### src/rtl/param_processor.sv
// Purpose : multi-cycle accumulator-style processor core (MV/MVI/ADD/SUB/AND/OR/MVNZ) with DW-bit datapath.
// Latency : 2 cycles for moves and the reserved opcode, 4 cycles for ALU ops, counted from the T0 cycle with run=1.
// Backpressure: none; run is sampled only in T0 and holding it high gives back-to-back fetches.
// Ports   : clk, reset_n (async active-low) | run, d_in (instruction in T0, immediate in MVI T1)
//           bus (internal bus, combinational) | done/illegal (one-cycle pulses) | z_flag (G == 0)
//           dbg_sel -> dbg_reg (R[dbg_sel], combinational) | reg_ir, reg_a, reg_g (register taps)
// DW must be >= 9 because the instruction occupies d_in[8:0]; NREG is tied to the 3-bit register fields.
module param_processor #(
  parameter int DW   = 16,
  parameter int NREG = 8
) (
  input  logic          clk,
  input  logic          reset_n,
  input  logic          run,
  input  logic [DW-1:0] d_in,
  output logic [DW-1:0] bus,
  output logic          done,
  output logic          illegal,
  output logic          z_flag,
  input  logic [2:0]    dbg_sel,
  output logic [DW-1:0] dbg_reg,
  output logic [DW-1:0] reg_ir,
  output logic [DW-1:0] reg_a,
  output logic [DW-1:0] reg_g
);

  typedef enum logic [1:0] {T0 = 2'd0, T1 = 2'd1, T2 = 2'd2, T3 = 2'd3} state_t;

  localparam logic [2:0] OP_MV   = 3'b000;
  localparam logic [2:0] OP_MVI  = 3'b001;
  localparam logic [2:0] OP_ADD  = 3'b010;
  localparam logic [2:0] OP_SUB  = 3'b011;
  localparam logic [2:0] OP_AND  = 3'b100;
  localparam logic [2:0] OP_OR   = 3'b101;
  localparam logic [2:0] OP_MVNZ = 3'b110;
  localparam logic [2:0] OP_RSVD = 3'b111;

  state_t        state_q, state_d;
  logic [DW-1:0] r_q [NREG];
  logic [DW-1:0] ir_q, a_q, g_q, g_d;

  // Decoded controls
  logic ir_we, a_we, g_we, r_we;
  logic sel_din, sel_rx, sel_ry, sel_g;

  logic [2:0]    op, rx, ry;
  logic [DW-1:0] rx_val, ry_val;

  assign op     = ir_q[8:6];
  assign rx     = ir_q[5:3];
  assign ry     = ir_q[2:0];
  assign rx_val = r_q[rx];
  assign ry_val = r_q[ry];

  // Control FSM: each state selects at most one bus driver.
  always_comb begin
    state_d = state_q;
    done    = 1'b0;
    illegal = 1'b0;
    ir_we   = 1'b0;
    a_we    = 1'b0;
    g_we    = 1'b0;
    r_we    = 1'b0;
    sel_din = 1'b0;
    sel_rx  = 1'b0;
    sel_ry  = 1'b0;
    sel_g   = 1'b0;
    unique case (state_q)
      T0: begin
        ir_we = 1'b1;
        if (run) state_d = T1;
      end
      T1: begin
        state_d = T0;
        case (op)
          OP_MV: begin
            sel_ry = 1'b1;
            r_we   = 1'b1;
            done   = 1'b1;
          end
          OP_MVI: begin
            sel_din = 1'b1;
            r_we    = 1'b1;
            done    = 1'b1;
          end
          OP_MVNZ: begin
            // Ry is placed on the bus either way; only the write is conditional on G.
            sel_ry = 1'b1;
            r_we   = (g_q != '0);
            done   = 1'b1;
          end
          OP_RSVD: begin
            done    = 1'b1;
            illegal = 1'b1;
          end
          default: begin
            sel_rx  = 1'b1;
            a_we    = 1'b1;
            state_d = T2;
          end
        endcase
      end
      T2: begin
        sel_ry  = 1'b1;
        g_we    = 1'b1;
        state_d = T3;
      end
      T3: begin
        sel_g   = 1'b1;
        r_we    = 1'b1;
        done    = 1'b1;
        state_d = T0;
      end
      default: state_d = T0;
    endcase
  end

  // AND-OR bus mux; with no select active the bus reads zero.
  assign bus = ({DW{sel_din}} & d_in)
             | ({DW{sel_rx}}  & rx_val)
             | ({DW{sel_ry}}  & ry_val)
             | ({DW{sel_g}}   & g_q);

  // ALU result; only consulted in T2, where op is always an ALU opcode.
  always_comb begin
    g_d = g_q;
    case (op)
      OP_ADD:  g_d = a_q + bus;
      OP_SUB:  g_d = a_q - bus;
      OP_AND:  g_d = a_q & bus;
      OP_OR:   g_d = a_q | bus;
      default: g_d = g_q;
    endcase
  end

  always_ff @(posedge clk or negedge reset_n) begin
    if (!reset_n) begin
      state_q <= T0;
      ir_q    <= '0;
      a_q     <= '0;
      g_q     <= '0;
      for (int i = 0; i < NREG; i++) r_q[i] <= '0;
    end else begin
      state_q <= state_d;
      if (ir_we) ir_q     <= d_in;
      if (a_we)  a_q      <= bus;
      if (g_we)  g_q      <= g_d;
      if (r_we)  r_q[rx]  <= bus;
    end
  end

  // G changes only through g_we, so deriving the flag from G keeps it in step with every G write.
  assign z_flag  = (g_q == '0);
  assign dbg_reg = r_q[dbg_sel];
  assign reg_ir  = ir_q;
  assign reg_a   = a_q;
  assign reg_g   = g_q;

endmodule

### config.mk
export PLATFORM = sky130hd
export DESIGN_NAME = param_processor
export DESIGN_NICKNAME = d
export VERILOG_FILES = /design/src/rtl/param_processor.sv
export SDC_FILE = /design/constraint.sdc
export NUM_CORES = 1
export LEC_CHECK = 0
export CORE_ASPECT_RATIO = 1.1
export CORE_MARGIN = 1.5
export CORE_UTILIZATION = 55
export CTS_CLUSTER_DIAMETER = 80
export CTS_CLUSTER_SIZE = 12
export DETAILED_ROUTE_END_ITERATION = 7
export PLACE_DENSITY = 0.88
export SYNTH_ARGS = -nofsm -noshare
export SYNTH_HDL_FRONTEND = slang
export SYNTH_SLANG_ARGS = --single-unit
### constraint.sdc
create_clock -name clk -period 6.05 [get_ports clk]
set_input_delay 0.9075 -clock clk [delete_from_list [all_inputs] [get_ports clk]]
set_output_delay 0.9075 -clock clk [all_outputs]
set_load 0.01 [all_outputs]
==> results of run 1 <==
flip-flops by register name (all words and copies together), names as in the netlist, named ones only:
| register | flops |
|---|---|
| reg_a | 16 |
| reg_ir | 16 |
| r_q | 128 |
| state_q | 1 |
| reg_g | 16 |
cell usage after synthesis, types with 4 or more instances:
cell,number,area (um2)
mux2_2,154,1734
a21oi_1,38,190.2
buf_1,9,33.78
buf_2,22,110.1
nand3_1,6,30.03
inv_1,8,30.03
nor3_1,10,50.05
nand2_1,60,225.2
dfrtp_1,178,4454
a211oi_1,4,30.03
xnor2_1,18,157.7
mux4_2,78,1757
clkinv_1,5,18.77
nor4_1,7,43.79
o21ai_0,51,255.2
o211ai_1,9,67.56
a21o_1,7,52.55
maj3_1,14,140.1
ha_1,23,287.8
a22oi_1,15,112.6
clkbuf_1,43,161.4
nand2b_1,7,43.79
o21bai_1,5,37.54
a211o_1,7,61.31
nor3b_1,6,45.04
nor2b_1,5,31.28
mux2i_1,35,350.3
o221ai_1,9,78.83
nor2_1,44,165.2
o22ai_1,4,25.02
xor2_1,9,78.83
final cells by class:
cell class              instances  share of cell area
multi-input cells             673              0.4912
flip-flops and latches        178              0.3359
repair buffers                143              0.1012
clock buffers                  22             0.03424
well taps                     252             0.02377
clock inverters                 9            0.009997
inverters                      13            0.003678
cell usage in the layout, fill, tap and decap left out, types with 10 or more instances in the layout:
cell type / count
dfrtp_1: 176
ha_1: 23
nor3_1: 10
clkdlybuf4s50_1: 102
o21ai_0: 51
a22oi_1: 15
a21oi_1: 38
buf_4: 38
maj3_1: 14
nand2_1: 60
mux2_2: 154
nor2_1: 44
xnor2_1: 18
clkbuf_16: 17
mux4_2: 78
mux2i_1: 35
worst max path at each step:
stage	startpoint	to	slack, ns	depth (start not counted)
after CTS	flip-flop	reg_g[14]	0.62	18
final	flip-flop	reg_g[14]	0.48	18
after detailed placement	flip-flop	reg_g[14]	0.68	18
after global placement	d_in[0]	reg_g[14]	0.93	18
after global routing	flip-flop	reg_g[14]	0.07	18
after floorplan	reg_ir[1]	reg_g[14]	1.30	19
cells by family (layout without fill, tap and decap cells):
kind of cell               count (synthesis)  count (layout)
AOI/OAI and AO/OA                        174             174
xor gates and xnor gates                  27              27
adders and majority gates                 38              38
buffers and inverters                     88             187
DFF                                      178             178
muxes                                    269             269
and+or+nand+nor                          165             165
layer usage:
layer,track usage,vias up,part of all wire
li1,-,3749,-
met1,0.4227,4574,0.36
met2,0.5477,757,0.47
met3,0.08222,169,0.11
met4,0.2075,0,0.057
met5,0,-,0
metrics by stage:
step / utilization / instances
finish: 0.6634 / 1290
global route: 0.6634 / 1290
CTS: 0.6634 / 1290
detailed placement: 0.6340 / 1259
global placement: 0.6340 / 1259
floorplan: - / 939
critical path: stages, from the launching register on:
cell and delay [ns]:
dfrtp_1 0.42, inv_1 0.12, ha_1 0.30, a31oi_1 0.18, nand2b_1 0.46, o21bai_1 0.56, clkinv_1 0.43, ha_1 0.40
mux2i_1 0.11, fa_1 0.47, a21o_1 0.19, a21oi_1 0.22, o21bai_1 0.12, a2111oi_0 0.64, o31ai_1 0.24, a31oi_1 0.25
xnor2_1 0.14, mux2i_1 0.08, o21ai_0 0.13
==> flow_metrics.tcl, run 1 <==
set metrics [dict create \
    worstSetupStartpointType "flip-flop" \
    ys.warnings.count 0 \
    timing.rr.end "reg_g[14]" \
    first_pass_iters 8 \
    grt_pass1_vias 9450 \
    skew_ns 0.008527 \
    yosysSeqAreaShare 0.3932 \
    die_w_um 139.8 \
    hp-class "input pin to async pin" \
    crit_type "flip-flop to flip-flop" \
    dieArea_um2 21470 \
    cts_hold_buf 0 \
    hold_viol_final 0 \
    rsz0062_at_grt "false" \
    vias 9249 \
    cts_max_path_buffers 2 \
    dp_hpwl_um 23840 \
    initial_core_util 0.5665 \
    synth_nets 985 \
    layout_min_cycle_time_ns 5.566 \
    routed_wl_um 35360 \
    fill_cells 1351 \
    rows 54 \
    clock.fmax_mhz 179.7 \
    nets 1072 \
    avgSynthCellArea_um2 12.07 \
    cts_made_buffers 17 \
    run_status "finished with violations" \
    multiInputGateArea_um2 6516 \
    cap_violations 0 \
    setup_viol 0 \
    synth-compound-area-share 0.1004 \
    netlist-cell-type-count 62 \
    gp_congestion 0.9698 \
    drc 17 \
    drtAntennaViolNets 0 \
    post-route-period-util 0.9200 \
    whs_ns 0.4448 \
    avgViaCountPerCell 7.170 \
    reg2reg_depth 18 \
    ios 105 \
    area_delta_synth_final_pct 17.10 \
    ys.flop_type "dfrtp_1" \
    core_um2 20000 \
    clk_pin_slew_ns 0.07 \
    crit_fanout 10 \
    maxSlewViolCount 0 \
    postCtsSetupRepairBufs 0 \
    endpoint_kind "flip-flop" \
    clk_latency_ns 0.44 \
    wl_per_cell_um 27.41 \
    place_area_um2 12680 \
    io_buffers 104 \
    cp_data_arrival_time_ns 5.91 \
    cts_resized 0 \
    grt_antenna_before_repair 0 \
    cts_sinks 178 \
    clockRootBuffer "clkbuf_16" \
    synthArstFlopShare 1.000 \
    violations "DRC" \
    relSlewSlack 0.1536 \
    setup_slack_ns 0.4841 \
    reg2reg_slack_ns 0.48 \
    netlist_area_um2 11330 \
    grt-ovfl-total 0 \
    dp_slack_ns 0.6817 \
    die_h_um 153.5 \
    worst_pin_slew_ns 1.266 \
    gr-usage-all-layers 0.3418 \
    synth_xor_area_frac 0.02087 \
    grt_max_degree 71 \
    required_ns 6.40 \
    n_antenna_cell 0 \
    htreeDepth 4 \
    ys_ff_latch 178 \
    synth_adder_area_share 0.03954 \
    synthCells 939 \
    cts_tree "done" \
    drt_iter0_drc 1139 \
    design_area_um2 13270 \
    seq_area_um2 4457 \
    synthMuxAreaShare 0.3437 \
    synth_edf_count 0 \
    drive_gt1_frac 0.3054 \
    synth_top_family_by_area "multiplexers" \
    synthSimpleGateAreaFrac 0.07013 \
    grt_pass1_wl_um 55520 \
    finalSetupTns_ns 0 \
]
Power of run 1 is left out: the tool's default activity adds up to more than one toggle a clock period on the data nets, which glitch-free logic cannot reach.
==> run 2, diff against run 1 <==
Settings changed: CORE_UTILIZATION 55 to 59, PLACE_DENSITY 0.88 to 0.93.
==> flow_metrics.tcl, run 2 (synthesis gave the netlist of run 1 again) <==
set metrics [dict create \
    cp_data_arrival_time_ns 6.00 \
    clk_latency_ns 0.45 \
    slowest_delay_ns 0.97 \
    finalSetupTns_ns 0 \
    ios 105 \
    drtAntennaViolNets 0 \
    drive_gt1_frac 0.3103 \
    cap_violations 0 \
    worstSetupStartpointType "flip-flop" \
    routed_wl_um 35820 \
    dp_slack_ns 0.6994 \
    relSlewSlack 0.1394 \
    grt-ovfl-total 0 \
    run_status "finished clean" \
    path_cells "mux4_2 -> mux2_2 -> a222oi_1 -> o21ai_2 -> clkinv_1 -> ha_1 -> nand3_1 -> o41ai_1 -> xor2_1 -> ha_1 -> a21o_1 -> a21o_1 -> a21oi_1 -> o21ai_0 -> o41a_1 -> a21o_1 -> a21oi_1 -> nor3_1 -> o31ai_2" \
    maxSlewViolCount 0 \
    setup_slack_ns 0.4038 \
    final_common_cell "dfrtp_1" \
    post-route-period-util 0.9333 \
    met1_usage 0.4471 \
    hold_viol_final 0 \
    grt_max_degree 86 \
    drc 0 \
    vias 9536 \
    busiest_layer "met2" \
    rsz0062_at_grt "false" \
    area_delta_synth_final_pct 17.04 \
    drt_iter0_drc 1197 \
    skew_ns 0.01103 \
    dp_hpwl_um 23630 \
    slowest_stage "dfrtp_1" \
    grt_pass1_wl_um 56130 \
    cts_made_buffers 17 \
    nets 1077 \
    cts_hold_buf 0 \
    initial_core_util 0.6089 \
    postCtsSetupRepairBufs 0 \
    gr-usage-all-layers 0.3745 \
    clock.fmax_mhz 177.1 \
    grt_pass1_vias 9892 \
    n_antenna_cell 0 \
    clk_pin_slew_ns 0.07 \
    rows 52 \
    avgViaCountPerCell 7.409 \
    path_delay_family "compound AO/OA/AOI/OAI gates" \
    cpMostUsedCell "a21o_1" \
    required_ns 6.41 \
    largest_reg_flops 128 \
    use_met3 0.1077 \
    cts_resized 0 \
    cts_max_path_buffers 2 \
    gp_congestion 0.9569 \
    cts_tree "done" \
    cts_sinks 178 \
    fin_cells 1287 \
    setup_viol 0 \
    clockRootBuffer "clkbuf_16" \
    wl_per_cell_um 27.83 \
    worst_pin_slew_ns 1.286 \
    met2_usage 0.5913 \
    die_h_um 148.3 \
    crit_fanout 20 \
    hp-class "input pin to async pin" \
    crit_type "flip-flop to flip-flop" \
    layout_min_cycle_time_ns 5.646 \
    place_inst 1255 \
    die_w_um 135.1 \
    grt_antenna_before_repair 0 \
    htreeDepth 4 \
    top_register "r_q" \
    first_pass_iters 8 \
    final_cell_mix "176 x dfrtp_1, 154 x mux2_2, 102 x clkdlybuf4s50_1" \
    core_um2 18610 \
    endpoint_kind "flip-flop" \
    io_buffers 104 \
    path_buf_inv 1 \
    dieArea_um2 20040 \
]
run 2: metal layers:
layer  vias up  wire length, um
li1       3759                -
met1      4656            12250
met2       854            16660
met3       267             4225
met4         0             2683
met5         -                0
run 2: path summary, 6_finish.rpt:
check	slack [ns]	cells after the start	from	to
worst min register to register	0.51	1	reg_ir[10]	reg_ir[10]
min in group clk	0.51	1	reg_ir[10]	reg_ir[10]
worst max-delay path	0.40	19	reg_ir[5]	reg_g[15]
worst min-delay path	0.49	1	reset_n	reg_ir[13]
worst max register to register	0.40	19	reg_ir[5]	reg_g[15]
max in group asynchronous	4.39	2	reset_n	r_q[86]
run 2: per-stage QoR:
stage,area [um2],hold WS (ns),utilization
global route,13260,0.5226,0.7126
global placement,12690,0.4887,0.6822
finish,13260,0.4947,0.7126
floorplan,11330,0.4745,-
detailed placement,12690,0.5008,0.6822
CTS,13260,0.5148,0.7126
run 2: final cells by class:
class	count	area, um2
Tap cell	243	304.0
Clock inverter	10	102.6
Timing Repair Buffer	148	1368
Inverter	13	48.80
Fill cell	1145	5348
Sequential cell	178	4457
Multi-Input combinational cell	673	6516
Clock buffer	22	464.2
Power of run 2 is left out for the same reason.
==> RTL edit, RTL diff (flow settings as in run 2) <==
Add an input register stage for `run`, `d_in` and `dbg_sel`; this delays them by one clock. Comments in the files are not updated.
--- a/src/rtl/param_processor.sv
+++ b/src/rtl/param_processor.sv
@@ -36,4 +36,14 @@
   localparam logic [2:0] OP_RSVD = 3'b111;
 
+  logic run_q;
+  logic [DW-1:0] d_q;
+  logic [2:0] dbg_sel_q;
+
+  always_ff @(posedge clk) begin
+    run_q     <= run;
+    d_q       <= d_in;
+    dbg_sel_q <= dbg_sel;
+  end
+
   state_t        state_q, state_d;
   logic [DW-1:0] r_q [NREG];
@@ -69,5 +79,5 @@
       T0: begin
         ir_we = 1'b1;
-        if (run) state_d = T1;
+        if (run_q) state_d = T1;
       end
       T1: begin
@@ -117,5 +127,5 @@
 
   // AND-OR bus mux; with no select active the bus reads zero.
-  assign bus = ({DW{sel_din}} & d_in)
+  assign bus = ({DW{sel_din}} & d_q)
              | ({DW{sel_rx}}  & rx_val)
              | ({DW{sel_ry}}  & ry_val)
@@ -143,5 +153,5 @@
     end else begin
       state_q <= state_d;
-      if (ir_we) ir_q     <= d_in;
+      if (ir_we) ir_q     <= d_q;
       if (a_we)  a_q      <= bus;
       if (g_we)  g_q      <= g_d;
@@ -152,5 +162,5 @@
   // G changes only through g_we, so deriving the flag from G keeps it in step with every G write.
   assign z_flag  = (g_q == '0);
-  assign dbg_reg = r_q[dbg_sel];
+  assign dbg_reg = r_q[dbg_sel_q];
   assign reg_ir  = ir_q;
   assign reg_a   = a_q;
Function: changed (Yosys sat finds a counterexample within 4 cycles, from zero or initial values and one cycle with reset_n low).
==> RTL edit against run 2 <==
  * Highest routed layer unchanged
  * Synthesized area up 5.0%
  * Clock skew down 0.0034 ns
  * Setup slack worse by 0.14 ns
  * Final area up 3.5%
  * Wire length up 2.7%
  * Sequential cell count up 20
  * Critical path type unchanged
  * Worst hold slack worse by 0.081 ns
Power is left out: the tool's default activity adds up to more than one toggle a clock period on the data nets, which glitch-free logic cannot reach.
==> RTL edit: results (changes against run 2) <==
Setup path
  – Worst-path fanout max: 11 (was 20)
  – Slowest cell on the critical path: o211ai_1 (was dfrtp_1)
  – Worst reg2reg setup slack: 0.27 ns (was 0.40 ns)
  – R2r worst-path depth: 20 (was 19)
  – Worst Path Arrival: 6.12 ns (was 6.00 ns)
  – Largest stage delay, worst path: 0.57 ns (was 0.97 ns)

Clock tree
  – Clk slew on worst S/H paths: 0.07 ns (about the same)
  – Root buf cell: clkbuf_16 (unchanged)
  – Clock Tree Buf Depth: 2 (unchanged)

Cells and area
  – Layout cell share with drive strength beyond 1: 25.8% (was 31.0%)
  – Max FFs per register: 128 (unchanged)
  – NumNets Final: 1143 (was 1077)

Drt
  – DRT iter0 DRCs: 1288 (was 1197)
  – Routed wire per std cell: 27.0 µm (was 27.8 µm)
  – Vias: 9814 (was 9536)

Place
  – Routability Congestion: 0.964 (was 0.957)
  – Final HPWL from detailed placement: 24900 µm (was 23600 µm)
  – Pre-CTS setup slack: 0.418 ns (was 0.699 ns)

Worst hold path
  – Type of the most critical hold path: input pin to async pin (unchanged)

Status
  – Status: complete, no violations (unchanged)

Logic synthesis
  – Adder-cell share of the synthesized area: 3.60% (was 3.95%)
  – Synth Area in XOR/XNOR: 2.21% (was 2.09%)
  – Synth cell types: 70 (was 62)
  – Synth warnings: 0 (unchanged)
  – Mux cell area share after synthesis: 30.0% (was 34.4%)
  – Top post-synthesis cells by count: dfrtp_1 (178), mux2_2 (136), nand2_1 (103), mux4_2 (68), o21ai_0 (62) (was dfrtp_1 (178), mux2_2 (154), mux4_2 (78), nand2_1 (60), o21ai_0 (51))
  – Compound-Gate Fraction of Synth Area: 11.2% (was 10.0%)
  – Async SR Flop Fraction: 89.9% (was 100%)
  – Ranking of synthesized cells by area: dfrtp_1 (37%), mux2_2 (13%), mux4_2 (13%) (was dfrtp_1 (39%), mux4_2 (16%), mux2_2 (15%))

GRT
  – First-pass GRT wire length: 58000 µm (was 56100 µm)
  – Largest net degree at the start of global routing: 63 (was 86)
  – GR Util All Layers: 35.7% (was 37.4%)

STA
  – Worst-margin pin slew: 1.35 ns (was 1.29 ns)
  – Max Clk Rate: 0.173 GHz (was 0.177 GHz)
  – Worst clock skew: 0.00762 ns (was 0.0110 ns)
RTL edit: cell types whose count changed in the layout (fill, tap and decap cells not counted), moves of 6 or more:
| cell | before | now |
|---|---|---|
| nand2_1 | 60 | 103 |
| dfxtp_1 | 0 | 19 |
| mux2_2 | 154 | 136 |
| buf_4 | 44 | 31 |
| mux4_2 | 78 | 68 |
| o21ai_0 | 51 | 61 |
| mux2i_1 | 35 | 43 |
| a31oi_1 | 2 | 8 |
| o2111ai_1 | 0 | 6 |
RTL edit: through the flow:
step / cell area (µm²) / instances / util, % / hold slack (ns)
2_1_floorplan: 11900 / 1028 / - / 0.437
3_3_place_gp: 13100 / 1330 / 66.1 / 0.480
3_5_place_dp: 13100 / 1330 / 66.1 / 0.489
4_1_cts: 13700 / 1362 / 69.3 / 0.437
5_1_grt: 13700 / 1362 / 69.3 / 0.456
6_report: 13700 / 1362 / 69.3 / 0.414
RTL edit: layout make-up:
cell class / count / area, µm²
fillers: 1311 / 6080
well taps: 252 / 315
repair buffers: 135 / 1270
multi-input cells: 728 / 6580
flip-flops and latches: 198 / 4860
clock buffers: 19 / 433
clock inverters: 13 / 193
inverters: 17 / 63.8
RTL edit: routing by layer:
| layer | GRT usage (%) | up-vias | wire length [µm] | part of all wire [%] |
|---|---|---|---|---|
| met5 | 0 | - | 0 | 0 |
| met4 | 21.7 | 0 | 2320 | 6.3 |
| met3 | 13.4 | 218 | 4710 | 13 |
| met2 | 54.1 | 836 | 16800 | 46 |
| met1 | 43.7 | 4771 | 12900 | 35 |
| li1 | - | 3989 | - | - |
